[config.mk]
export PLATFORM = sky130hd
export DESIGN_NAME = rp_decouple_ctrl
export DESIGN_NICKNAME = d
export VERILOG_FILES = /design/src/rtl/rp_ctrl_pkg.sv /design/src/rtl/rp_cycle_timer.sv /design/src/rtl/rp_decouple_ctrl.sv
export SDC_FILE = /design/constraint.sdc
export NUM_CORES = 1
export LEC_CHECK = 0
export CAP_MARGIN = 20
export CORE_MARGIN = 3
export CORE_UTILIZATION = 50
export DETAILED_ROUTE_END_ITERATION = 8
export PLACE_DENSITY = 0.81
export REMOVE_ABC_BUFFERS = 1
export SLEW_MARGIN = 20
export SYNTH_ARGS = -nofsm -noshare
export SYNTH_HDL_FRONTEND = slang
export SYNTH_SLANG_ARGS = --single-unit
[constraint.sdc]
create_clock -name pl_clk -period 2.8 [get_ports pl_clk]
set_clock_uncertainty 0.15 [all_clocks]
set_input_delay 0.84 -clock pl_clk [delete_from_list [all_inputs] [get_ports pl_clk]]
set_output_delay 0.84 -clock pl_clk [all_outputs]
set_load 0.05 [all_outputs]
[src/rtl/rp_ctrl_pkg.sv]
// Shared types and defaults for the partial-reconfiguration decouple controller.
package rp_ctrl_pkg;

  typedef enum logic [2:0] {
    RUN       = 3'd0,
    DRAIN     = 3'd1,
    DECOUPLED = 3'd2,
    RP_RST    = 3'd3,
    RELEASE   = 3'd4
  } rp_state_t;

  localparam int unsigned          LED_W_DEF       = 4;
  localparam logic [LED_W_DEF-1:0] SAFE_VAL_DEF    = 4'b0000;
  localparam int unsigned          DRAIN_CYC_DEF   = 16;
  localparam int unsigned          RST_CYC_DEF     = 8;
  localparam int unsigned          TIMEOUT_CYC_DEF = 1048576;

  function automatic int unsigned max3(input int unsigned a, input int unsigned b,
                                       input int unsigned c);
    int unsigned m;
    m = (a > b) ? a : b;
    return (m > c) ? m : c;
  endfunction

  // Wide enough to hold the largest cycle limit any phase compares against.
  function automatic int unsigned tmr_width(input int unsigned a, input int unsigned b,
                                            input int unsigned c);
    int unsigned w;
    w = $clog2(max3(a, b, c));
    return w + 1;
  endfunction

  localparam int unsigned TMR_W_DEF = tmr_width(DRAIN_CYC_DEF, RST_CYC_DEF, TIMEOUT_CYC_DEF);

endpackage

[src/rtl/rp_cycle_timer.sv]
// Phase timer: up-counter cleared on state entry, flags when it reaches a terminal value.
module rp_cycle_timer
  import rp_ctrl_pkg::*;
#(
  parameter int unsigned TMR_W = TMR_W_DEF
) (
  input  logic             i_clk,
  input  logic             i_rst_n,
  input  logic             i_clr,
  input  logic             i_en,
  input  logic [TMR_W-1:0] i_term,
  output logic             o_hit
);

  logic [TMR_W-1:0] r_cnt;

  // Count enabled cycles since the last clear.
  always_ff @(posedge i_clk) begin
    if (!i_rst_n) begin
      r_cnt <= '0;
    end else if (i_clr) begin
      r_cnt <= '0;
    end else if (i_en) begin
      r_cnt <= r_cnt + 1'b1;
    end
  end

  assign o_hit = (r_cnt == i_term);

endmodule

[src/rtl/rp_decouple_ctrl.sv]
// Static-region controller sequencing partial reconfiguration of the shift and
// count RPs: owns the shift RP address counter, registers the RP LED buses and
// runs the freeze/decouple/load/reset/resume handshake with PS software.
// Optional: define RP_DECOUPLE_TIMEOUT_EN to add the pr_done watchdog and err.
module rp_decouple_ctrl
  import rp_ctrl_pkg::*;
#(
  parameter int unsigned      CNT_W       = 35,
  parameter int unsigned      ADDR_W      = 12,
  parameter int unsigned      LED_W       = LED_W_DEF,
  parameter int unsigned      DRAIN_CYC   = DRAIN_CYC_DEF,
  parameter int unsigned      RST_CYC     = RST_CYC_DEF,
  parameter logic [LED_W-1:0] SAFE_VAL    = SAFE_VAL_DEF,
  parameter int unsigned      TIMEOUT_CYC = TIMEOUT_CYC_DEF
) (
  input  logic              pl_clk,
  input  logic              pl_resetn,
  input  logic              rp_req,
  input  logic              pr_done,
  input  logic [LED_W-1:0]  shift_in,
  input  logic [LED_W-1:0]  count_in,
  output logic              rp_ack,
  output logic              rp_resetn,
  output logic [ADDR_W-1:0] addr_out,
  output logic [LED_W-1:0]  shift_out,
  output logic [LED_W-1:0]  count_out,
  output logic              busy
`ifdef RP_DECOUPLE_TIMEOUT_EN
  ,
  output logic              err
`endif
);

  localparam int unsigned      TMR_W      = tmr_width(DRAIN_CYC, RST_CYC, TIMEOUT_CYC);
  localparam logic [TMR_W-1:0] DRAIN_TERM = TMR_W'(DRAIN_CYC - 1);
  localparam logic [TMR_W-1:0] RST_TERM   = TMR_W'(RST_CYC - 1);
`ifdef RP_DECOUPLE_TIMEOUT_EN
  localparam logic [TMR_W-1:0] TMO_TERM   = TMR_W'(TIMEOUT_CYC - 1);
`endif

  rp_state_t        r_state;
  rp_state_t        w_next_state;
  logic [CNT_W-1:0] r_cnt;
  logic [LED_W-1:0] r_shift;
  logic [LED_W-1:0] r_count;
  logic             r_ack;
  logic             r_rp_resetn;
  logic             r_busy;
  logic             w_tmr_hit;
  logic             w_tmr_clr;
  logic             w_tmr_en;
  logic [TMR_W-1:0] w_tmr_term;
  logic             w_timeout;
  logic             w_safe;

`ifdef RP_DECOUPLE_TIMEOUT_EN
  logic r_err;
  assign w_timeout = (r_state == DECOUPLED) && w_tmr_hit && !pr_done;
  assign err       = r_err;
`else
  assign w_timeout = 1'b0;
`endif

  // Next-state decode; abort is only possible before the ack is given.
  always_comb begin
    w_next_state = r_state;
    unique case (r_state)
      RUN:       if (rp_req) w_next_state = DRAIN;
      DRAIN: begin
        if (!rp_req)        w_next_state = RUN;
        else if (w_tmr_hit) w_next_state = DECOUPLED;
      end
      DECOUPLED: if (pr_done || w_timeout) w_next_state = RP_RST;
      RP_RST:    if (w_tmr_hit) w_next_state = RELEASE;
      RELEASE:   if (!rp_req) w_next_state = RUN;
      default:   w_next_state = RUN;
    endcase
  end

  // Select which limit the shared timer compares against in the current phase.
  always_comb begin
    w_tmr_term = '0;
    w_tmr_en   = 1'b0;
    unique case (r_state)
      DRAIN: begin
        w_tmr_term = DRAIN_TERM;
        w_tmr_en   = 1'b1;
      end
      RP_RST: begin
        w_tmr_term = RST_TERM;
        w_tmr_en   = 1'b1;
      end
`ifdef RP_DECOUPLE_TIMEOUT_EN
      DECOUPLED: begin
        w_tmr_term = TMO_TERM;
        w_tmr_en   = 1'b1;
      end
`endif
      default: begin
        w_tmr_term = '0;
        w_tmr_en   = 1'b0;
      end
    endcase
  end

  // Timer restarts from zero on the edge that enters any new state.
  assign w_tmr_clr = (w_next_state != r_state);
  assign w_safe    = (w_next_state == DECOUPLED) || (w_next_state == RP_RST) ||
                     (w_next_state == RELEASE);

  rp_cycle_timer #(
    .TMR_W (TMR_W)
  ) u_timer (
    .i_clk   (pl_clk),
    .i_rst_n (pl_resetn),
    .i_clr   (w_tmr_clr),
    .i_en    (w_tmr_en),
    .i_term  (w_tmr_term),
    .o_hit   (w_tmr_hit)
  );

  // State register with handshake outputs decoded from the next state so they
  // change on the same edge as the state they describe.
  always_ff @(posedge pl_clk) begin
    if (!pl_resetn) begin
      r_state     <= RUN;
      r_ack       <= 1'b0;
      r_rp_resetn <= 1'b0;
      r_busy      <= 1'b0;
`ifdef RP_DECOUPLE_TIMEOUT_EN
      r_err       <= 1'b0;
`endif
    end else begin
      r_state     <= w_next_state;
      r_ack       <= (w_next_state == DECOUPLED) || (w_next_state == RP_RST);
      r_rp_resetn <= (w_next_state != RP_RST);
      r_busy      <= (w_next_state != RUN);
`ifdef RP_DECOUPLE_TIMEOUT_EN
      if (w_timeout) r_err <= 1'b1;
`endif
    end
  end

  // Free-running address counter, frozen outside RUN and never cleared by a handshake.
  always_ff @(posedge pl_clk) begin
    if (!pl_resetn) begin
      r_cnt <= '0;
    end else if (r_state == RUN) begin
      r_cnt <= r_cnt + 1'b1;
    end
  end

  // LED pass-through: follow the RPs in RUN, hold through DRAIN, safe value once decoupled.
  always_ff @(posedge pl_clk) begin
    if (!pl_resetn) begin
      r_shift <= SAFE_VAL;
      r_count <= SAFE_VAL;
    end else if (w_safe) begin
      r_shift <= SAFE_VAL;
      r_count <= SAFE_VAL;
    end else if (r_state == RUN) begin
      r_shift <= shift_in;
      r_count <= count_in;
    end
  end

  assign rp_ack    = r_ack;
  assign rp_resetn = r_rp_resetn;
  assign busy      = r_busy;
  assign shift_out = r_shift;
  assign count_out = r_count;
  assign addr_out  = r_cnt[CNT_W-1 -: ADDR_W];

endmodule
==> results of run 1 <==
## final cells by class
class / count / area (sq um)
fill: 544 / 2500
multi-input combinational: 294 / 1870
sequential: 70 / 1400
timing repair buffer: 47 / 450
clock buffer: 11 / 131
tap: 77 / 96.3
clock inverter: 5 / 50.0
inverter: 8 / 30.0
## kinds of logic (layout without fill, tap and decap cells)
| logic type | after synthesis | after routing | synth area share, % |
|---|---|---|---|
| mux | 11 | 11 | 3.22 |
| simple gates | 185 | 185 | 29.1 |
| xor+xnor | 50 | 50 | 12.6 |
| compound gates | 46 | 46 | 7.99 |
| fa+ha+maj | 2 | 2 | 0.723 |
| buf+inv | 38 | 71 | 5.89 |
| flops | 70 | 70 | 40.5 |
## path summary, 6_finish.rpt
kind	from	cells past startpoint	slack [ns]	to
setup / recovery	r_cnt[30]	1	0.21	addr_out[7]
hold / removal	shift_out[3]	2	0.35	shift_out[3]
hold reg to reg	shift_out[3]	2	0.35	shift_out[3]
setup reg to reg	r_state[0]	7	0.22	count_out[3]
## layout by cell type (no fill, tap or decap), drive strengths merged, types with 3 or more instances in the layout
cell            n
a22oi           3
dfxtp          70
and4            5
a21oi          23
and3            6
and2           30
nand2b          3
mux2i          10
clkbuf         11
nor4            9
xor2           16
o21ai           8
nand2          43
nand4          11
xnor2          34
clkdlybuf4s50  34
nor2b           7
buf            13
nor3           13
nor2           20
inv             8
or3             6
clkinv          4
a21boi          6
nand4b          3
nand3          22
## power by group through the flow
| stage | logic (uW) | clock network, uW | registers, uW |
|---|---|---|---|
| finish | 281 | 768 | 1040 |
| global route | 306 | 841 | 1050 |
| CTS | 281 | 789 | 1040 |
| detailed placement | 280 | 0 | 1070 |
| global placement | 276 | 0 | 1060 |
| floorplan | 111 | 0 | 1120 |
## state kept, by name, indices dropped and copies added, names as in the netlist
signal and count:
rp_resetn 1, count_out 4, rp_ack 1, shift_out 4, busy 1, u_timer.r_cnt 21, r_cnt 35, r_state 3
## timing repair
item | 4_1_cts | 5_1_grt
setup endpoints to repair | 0 | 12
hold endpoints to repair | 0 | 0
resized for setup | 0 | 1
## worst reg2reg max path, delay by kind of cell (launching register included)
family | cells | cell delay, ns
AO/OA/AOI/OAI | 3 | 0.73
buffers and inverters | 1 | 0.19
flip-flops | 1 | 0.60
AND/OR/NAND/NOR | 3 | 0.78
## stage by stage
step	util (%)	total power, uW	setup slack [ns]	cells	setup TNS [ns]
after detailed placement	58.8	1350	0.0809	496	0
after floorplan	-	1230	-0.188	372	-0.981
after CTS	61.6	2110	0.184	512	0
after global placement	58.8	1340	0.128	496	0
final	61.7	2090	0.209	512	0
after global routing	61.7	2190	0.00263	512	0
## metal layers
layer  up-vias  part of all wire, %
met5         -                    0
met4         0                 0.29
met3         2                  4.1
met2        57                   49
met1      1318                   46
li1       1419                    -
==> metrics.log, run 1 <==
[metrics] GR met3 Demand/Resource: 5.99%
[metrics] count of final hold-check violations: 0
[metrics] final RePlAce weighted congestion: 0.790
[metrics] class of the tightest hold or removal check: reg2reg
[metrics] Antenna Violating Nets Remaining: 0
[metrics] number of flip-flops and latches in the synthesized netlist: 70
[metrics] leakage component of the power: 0.00153 uW
[metrics] post-route worst hold slack: 0.346 ns
[metrics] Max stage delay on crit path: 0.84 ns
[metrics] number of endpoints failing setup at the final stage: 0
[metrics] headroom to the max-slew limit: 52.8%
[metrics] total number of vias: 2796
[metrics] gate family responsible for the most delay along the worst path: buffers and inverters
[metrics] final critical-path required period: 2.59 ns
[metrics] number of global-route vias before repair: 2694
[metrics] average via count per standard cell: 5.46
[metrics] count of flip-flops with a built-in enable after synthesis: 0
[metrics] Final HPWL DP: 4850 microns
[metrics] standard cell area after detailed placement: 3840 sq um
[metrics] TritonCTS buffer count: 9
[metrics] 1st-iter DRT viols: 91
[metrics] pin count of the biggest net entering global routing: 38
[metrics] biggest area consumer among synthesized cells: dfxtp_1
[metrics] share of the synthesized area in the top cell type: 40.5%
[metrics] clock-pin slew of the registers on the worst-case setup and hold paths: 0.07 ns
[metrics] area grow syn2layout: 16.4%
[metrics] aggregate global routing overflow: 0
[metrics] share of async-settable or async-resettable flops after synthesis: 0%
[metrics] post-synthesis sequential area ratio: 40.5%
[metrics] total power per unit cell area: 519 nW/um^2
[metrics] fin crit share: 92.5%
[metrics] Final nets: 444
[metrics] count of port buffers added during placement: 34
[metrics] post-synthesis area per instance: 8.61 sq um
[metrics] critical-path cell with the highest stage delay: clkdlybuf4s50_1
[metrics] share of total power in combinational logic: 13.5%
[metrics] total wire length after detailed routing: 6780 microns
[metrics] f_max: 0.386 GHz
[metrics] height of the die: 89.2 microns
[metrics] setup repair after global routing missed its margin: no
[metrics] area of the mapped netlist: 3460 sq um
[metrics] Worst-Skew Late Latency: 0.34 ns
[metrics] number of antenna violations at the first check in global routing: 0
[metrics] GRT Max-Usage Layer: met2
[metrics] Worst EP arrival: 1.60 ns
[metrics] Bufs and invs on worst path: 1
[metrics] transition at the pin with the smallest max-transition slack: 0.701 ns
[metrics] unique cell type count in the Yosys netlist: 43
[metrics] Switching Power: 545 uW
[metrics] top cells by instance count after synthesis: dfxtp_1, nand2_1, xnor2_1
[metrics] required time of the critical path: 1.81 ns
[metrics] sequential share of power: 49.8%
[metrics] clock tree from TritonCTS: built
[metrics] diode count: 0
[metrics] fraction of final layout cells sized beyond drive strength 1: 8.05%
[metrics] status: completed
[metrics] root buffer cell: clkbuf_8
[metrics] clock share of power: 36.7%
[metrics] starting utilization of the core area: 53.0%
[metrics] GRT met2 Usage: 31.4%
[metrics] Die Outline Area: 7960 sq um
[metrics] max-slew violation count: 0
[metrics] number of buffers inserted by hold repair at cts: 0
[metrics] wire length of the first global-routing pass: 11800 microns
[metrics] largest fanout on the critical path: 6
[metrics] remaining routing DRC violations: 0
[metrics] global routing met1 resource utilization: 23.1%
[metrics] overall track demand over capacity in global routing: 18.8%
[metrics] maximum ir drop on the vdd rail: 324 uV
[metrics] finished layout cell area: 4030 sq um
[metrics] internal power summed over all cells: 1550 uW
[metrics] category of the critical setup timing path: reg2out
[metrics] sort of element at the start of the critical path: register
[metrics] total I/O pin count: 35
[metrics] count of H-tree levels built during CTS: 3
[metrics] most common cell in the netlist: dfxtp_1
[metrics] standard-cell row count: 29
[metrics] post-CTS setup buffers: 0
[metrics] share of total power consumed by net switching: 26.1%
[metrics] First-pass DRT Iterations: 4
[metrics] clock buffer depth: 2
[metrics] post-detailed-route wirelength per cell: 13.3 microns
[metrics] number of warnings issued by yosys: 0
[metrics] cell-by-cell trace of the critical path: clkdlybuf4s50_1
[metrics] Main synth FF type: dfxtp_1
[metrics] top cells by area in the synthesized netlist: dfxtp_1, xnor2_1, and2_1, nand2_1, xor2_1
[metrics] sinks on the clock net: 70
[metrics] Placeable Area: 6530 sq um
[metrics] Die Wd: 89.2 microns
[metrics] type of destination of the critical path: primary output
[metrics] max-cap violations: 0
[metrics] synthesized netlist cell count: 402
Note: power is estimated with default switching activity, not from simulation.
==> run 2: changes to the inputs <==
--- a/config.mk
+++ b/config.mk
@@ -8,6 +8,7 @@
 export CAP_MARGIN = 20
 export CORE_MARGIN = 3
 export CORE_UTILIZATION = 50
+export CTS_BUF_LIST = sky130_fd_sc_hd__clkbuf_2 sky130_fd_sc_hd__clkbuf_4 sky130_fd_sc_hd__clkbuf_8
 export DETAILED_ROUTE_END_ITERATION = 8
 export PLACE_DENSITY = 0.81
 export REMOVE_ABC_BUFFERS = 1
==> run 2 against run 1 <==
Combinational power is essentially flat. Non-clock buffer count stayed put. Die area unchanged. Register-to-register slack about the same. Clock-buffer cell count stayed put. Cell area increased by 0.19%. Power grew 0.98%. First-iteration DRC count increased by 4.4%. Maximum frequency barely moved. Setup slack about the same. Critical path depth stayed put. Largest cell class unchanged. Largest power group unchanged.
==> metrics.log, run 2 (synthesis gave the netlist of run 1 again) <==
[metrics] status: completed (unchanged)
[metrics] aggregate global routing overflow: 0 (unchanged)
[metrics] First-pass DRT Iterations: 5 (was 4)
[metrics] max-cap violations: 0 (unchanged)
[metrics] hold_sp: shift_out[3] (unchanged)
[metrics] gate family responsible for the most delay along the worst path: buffers and inverters (unchanged)
[metrics] final RePlAce weighted congestion: 0.790 (unchanged)
[metrics] 1st-iter DRT viols: 95 (was 91)
[metrics] required time of the critical path: 1.81 ns (about the same)
[metrics] count of final hold-check violations: 0 (unchanged)
[metrics] Final HPWL DP: 4850 microns (unchanged)
[metrics] average via count per standard cell: 5.47 (was 5.46)
[metrics] headroom to the max-slew limit: 50.7% (was 52.8%)
[metrics] Worst Setup SP: r_cnt[30] (unchanged)
[metrics] height of the die: 89.2 microns (unchanged)
[metrics] terminating pin of the worst hold path: shift_out[3] (unchanged)
[metrics] cell-by-cell trace of the critical path: clkdlybuf4s50_1 (unchanged)
[metrics] total number of vias: 2801 (was 2796)
[metrics] fin crit share: 92.5% (about the same)
[metrics] total wire length after detailed routing: 6810 microns (was 6780 microns)
[metrics] Max stage delay on crit path: 0.84 ns (about the same)
[metrics] worst reg2reg setup slack: 0.21 ns (was 0.22 ns)
[metrics] setup repair after global routing missed its margin: no (unchanged)
[metrics] flip-flop count of the largest register after layout: 35 (unchanged)
[metrics] TritonCTS buffer count: 9 (unchanged)
[metrics] root buffer cell: clkbuf_8 (unchanged)
[metrics] leakage component of the power: 0.00154 uW (was 0.00153 uW)
[metrics] r2r worst-path depth: 7 (unchanged)
[metrics] worst flop-to-flop path startpoint: r_state[0] (unchanged)
[metrics] number of antenna violations at the first check in global routing: 0 (unchanged)
[metrics] post-CTS setup buffers: 0 (unchanged)
[metrics] number of global-route vias before repair: 2695 (was 2694)
[metrics] internal power summed over all cells: 1570 uW (was 1550 uW)
[metrics] logic depth of the worst setup path including buffers: 1 (unchanged)
[metrics] maximum ir drop on the vdd rail: 324 uV (about the same)
[metrics] sinks on the clock net: 70 (unchanged)
[metrics] wire length of the first global-routing pass: 11800 microns (about the same)
[metrics] class of the tightest hold or removal check: reg2reg (unchanged)
[metrics] starting utilization of the core area: 53.0% (unchanged)
[metrics] post-detailed-route wirelength per cell: 13.3 microns (about the same)
[metrics] total power per unit cell area: 523 nW/um^2 (was 519 nW/um^2)
[metrics] most common cell after layout, fill and taps aside: dfxtp_1 (unchanged)
[metrics] f_max: 0.386 GHz (about the same)
[metrics] share of total power in combinational logic: 13.3% (was 13.5%)
[metrics] clock tree from TritonCTS: built (unchanged)
[metrics] type of destination of the critical path: primary output (unchanged)
[metrics] Worst-Skew Late Latency: 0.34 ns (about the same)
[metrics] category of the critical setup timing path: reg2out (unchanged)
[metrics] Die Wd: 89.2 microns (unchanged)
[metrics] critical-path cell with the highest stage delay: clkdlybuf4s50_1 (unchanged)
[metrics] Bufs and invs on worst path: 1 (unchanged)
[metrics] largest fanout on the critical path: 6 (unchanged)
[metrics] area grow syn2layout: 16.6% (was 16.4%)
[metrics] remaining routing DRC violations: 0 (unchanged)
[metrics] clock buffer depth: 2 (unchanged)
[metrics] Post-Route Utilization: 61.8% (was 61.7%)
[metrics] count of port buffers added during placement: 34 (unchanged)
[metrics] overall track demand over capacity in global routing: 18.8% (unchanged)
[metrics] clock-pin slew of the registers on the worst-case setup and hold paths: 0.07 ns (about the same)
[metrics] cell depth of the worst min-delay path: 2 (unchanged)
[metrics] transition at the pin with the smallest max-transition slack: 0.733 ns (was 0.701 ns)
[metrics] Placeable Area: 6530 sq um (unchanged)
[metrics] Antenna Violating Nets Remaining: 0 (unchanged)
[metrics] max-slew violation count: 0 (unchanged)
[metrics] critical register-to-register path endpoint: shift_out[2] (was count_out[3])
[metrics] pin count of the biggest net entering global routing: 38 (unchanged)
[metrics] diode count: 0 (unchanged)
[metrics] biggest registers after layout: r_cnt (35), u_timer.r_cnt (21) (unchanged)
[metrics] share of total power consumed by net switching: 25.9% (was 26.1%)
[metrics] sequential share of power: 49.3% (was 49.8%)
[metrics] Worst EP arrival: 1.60 ns (about the same)
[metrics] count of H-tree levels built during CTS: 3 (unchanged)
[metrics] clock share of power: 37.3% (was 36.7%)
[metrics] Switching Power: 547 uW (was 545 uW)
[metrics] Final nets: 444 (unchanged)
[metrics] top library cells by usage in the layout, fill and taps aside: dfxtp_1, nand2_1, xnor2_1, clkdlybuf4s50_1, and2_1 (unchanged)
[metrics] Die Outline Area: 7960 sq um (unchanged)
[metrics] fraction of final layout cells sized beyond drive strength 1: 8.51% (was 8.05%)
[metrics] number of gates given a new drive strength after cts: 0 (unchanged)
[metrics] register with the most flip-flops: r_cnt (unchanged)
[metrics] total I/O pin count: 35 (unchanged)
[metrics] standard-cell row count: 29 (unchanged)
[metrics] number of endpoints failing setup at the final stage: 0 (unchanged)
[metrics] sum of negative setup slack: 0 ns (unchanged)
[metrics] number of buffers inserted by hold repair at cts: 0 (unchanged)
[metrics] sort of element at the start of the critical path: register (unchanged)
[metrics] final critical-path required period: 2.59 ns (about the same)
run 2: metrics by stage:
stage | setup WS (ns) | instance area, sq um | hold slack [ns] | power [uW] | instances
finish | 0.209 | 4040 | 0.346 | 2110 | 512
global route | 0.00434 | 4040 | 0.384 | 2210 | 512
CTS | 0.184 | 4030 | 0.355 | 2130 | 512
detailed placement | 0.0809 | 3840 | 0.336 | 1350 | 496
global placement | 0.128 | 3840 | 0.324 | 1340 | 496
floorplan | -0.188 | 3290 | 0.319 | 1230 | 372
run 2: final cells by class:
cell class | count | area (sq um)
repair buffers | 47 | 450
flip-flops and latches | 70 | 1400
clock buffers | 11 | 139
well taps | 77 | 96.3
fillers | 539 | 2490
inverters | 8 | 30.0
clock inverters | 5 | 50.0
multi-input cells | 294 | 1870
run 2: worst max path at each step:
stage                   endpoint
6_report             addr_out[7]
3_3_place_gp   u_timer.r_cnt[14]
5_1_grt             count_out[3]
4_1_cts              addr_out[7]
2_1_floorplan          r_cnt[32]
3_5_place_dp   u_timer.r_cnt[18]
run 2: metal layers:
layer | share of wire (%) | global-route usage (%) | vias to the layer above
met4 | 0.82 | 5.82 | 0
met2 | 49 | 31.4 | 63
met1 | 46 | 23.1 | 1312
li1 | - | - | 1420
met5 | 0 | 0 | -
met3 | 4.5 | 5.99 | 6
run 2: power by group through the flow:
stage | registers (uW) | clock network (uW) | logic [uW]
CTS | 1040 | 809 | 281
finish | 1040 | 789 | 282
global placement | 1060 | 0 | 276
global route | 1050 | 860 | 306
detailed placement | 1070 | 0 | 280
floorplan | 1120 | 0 | 111
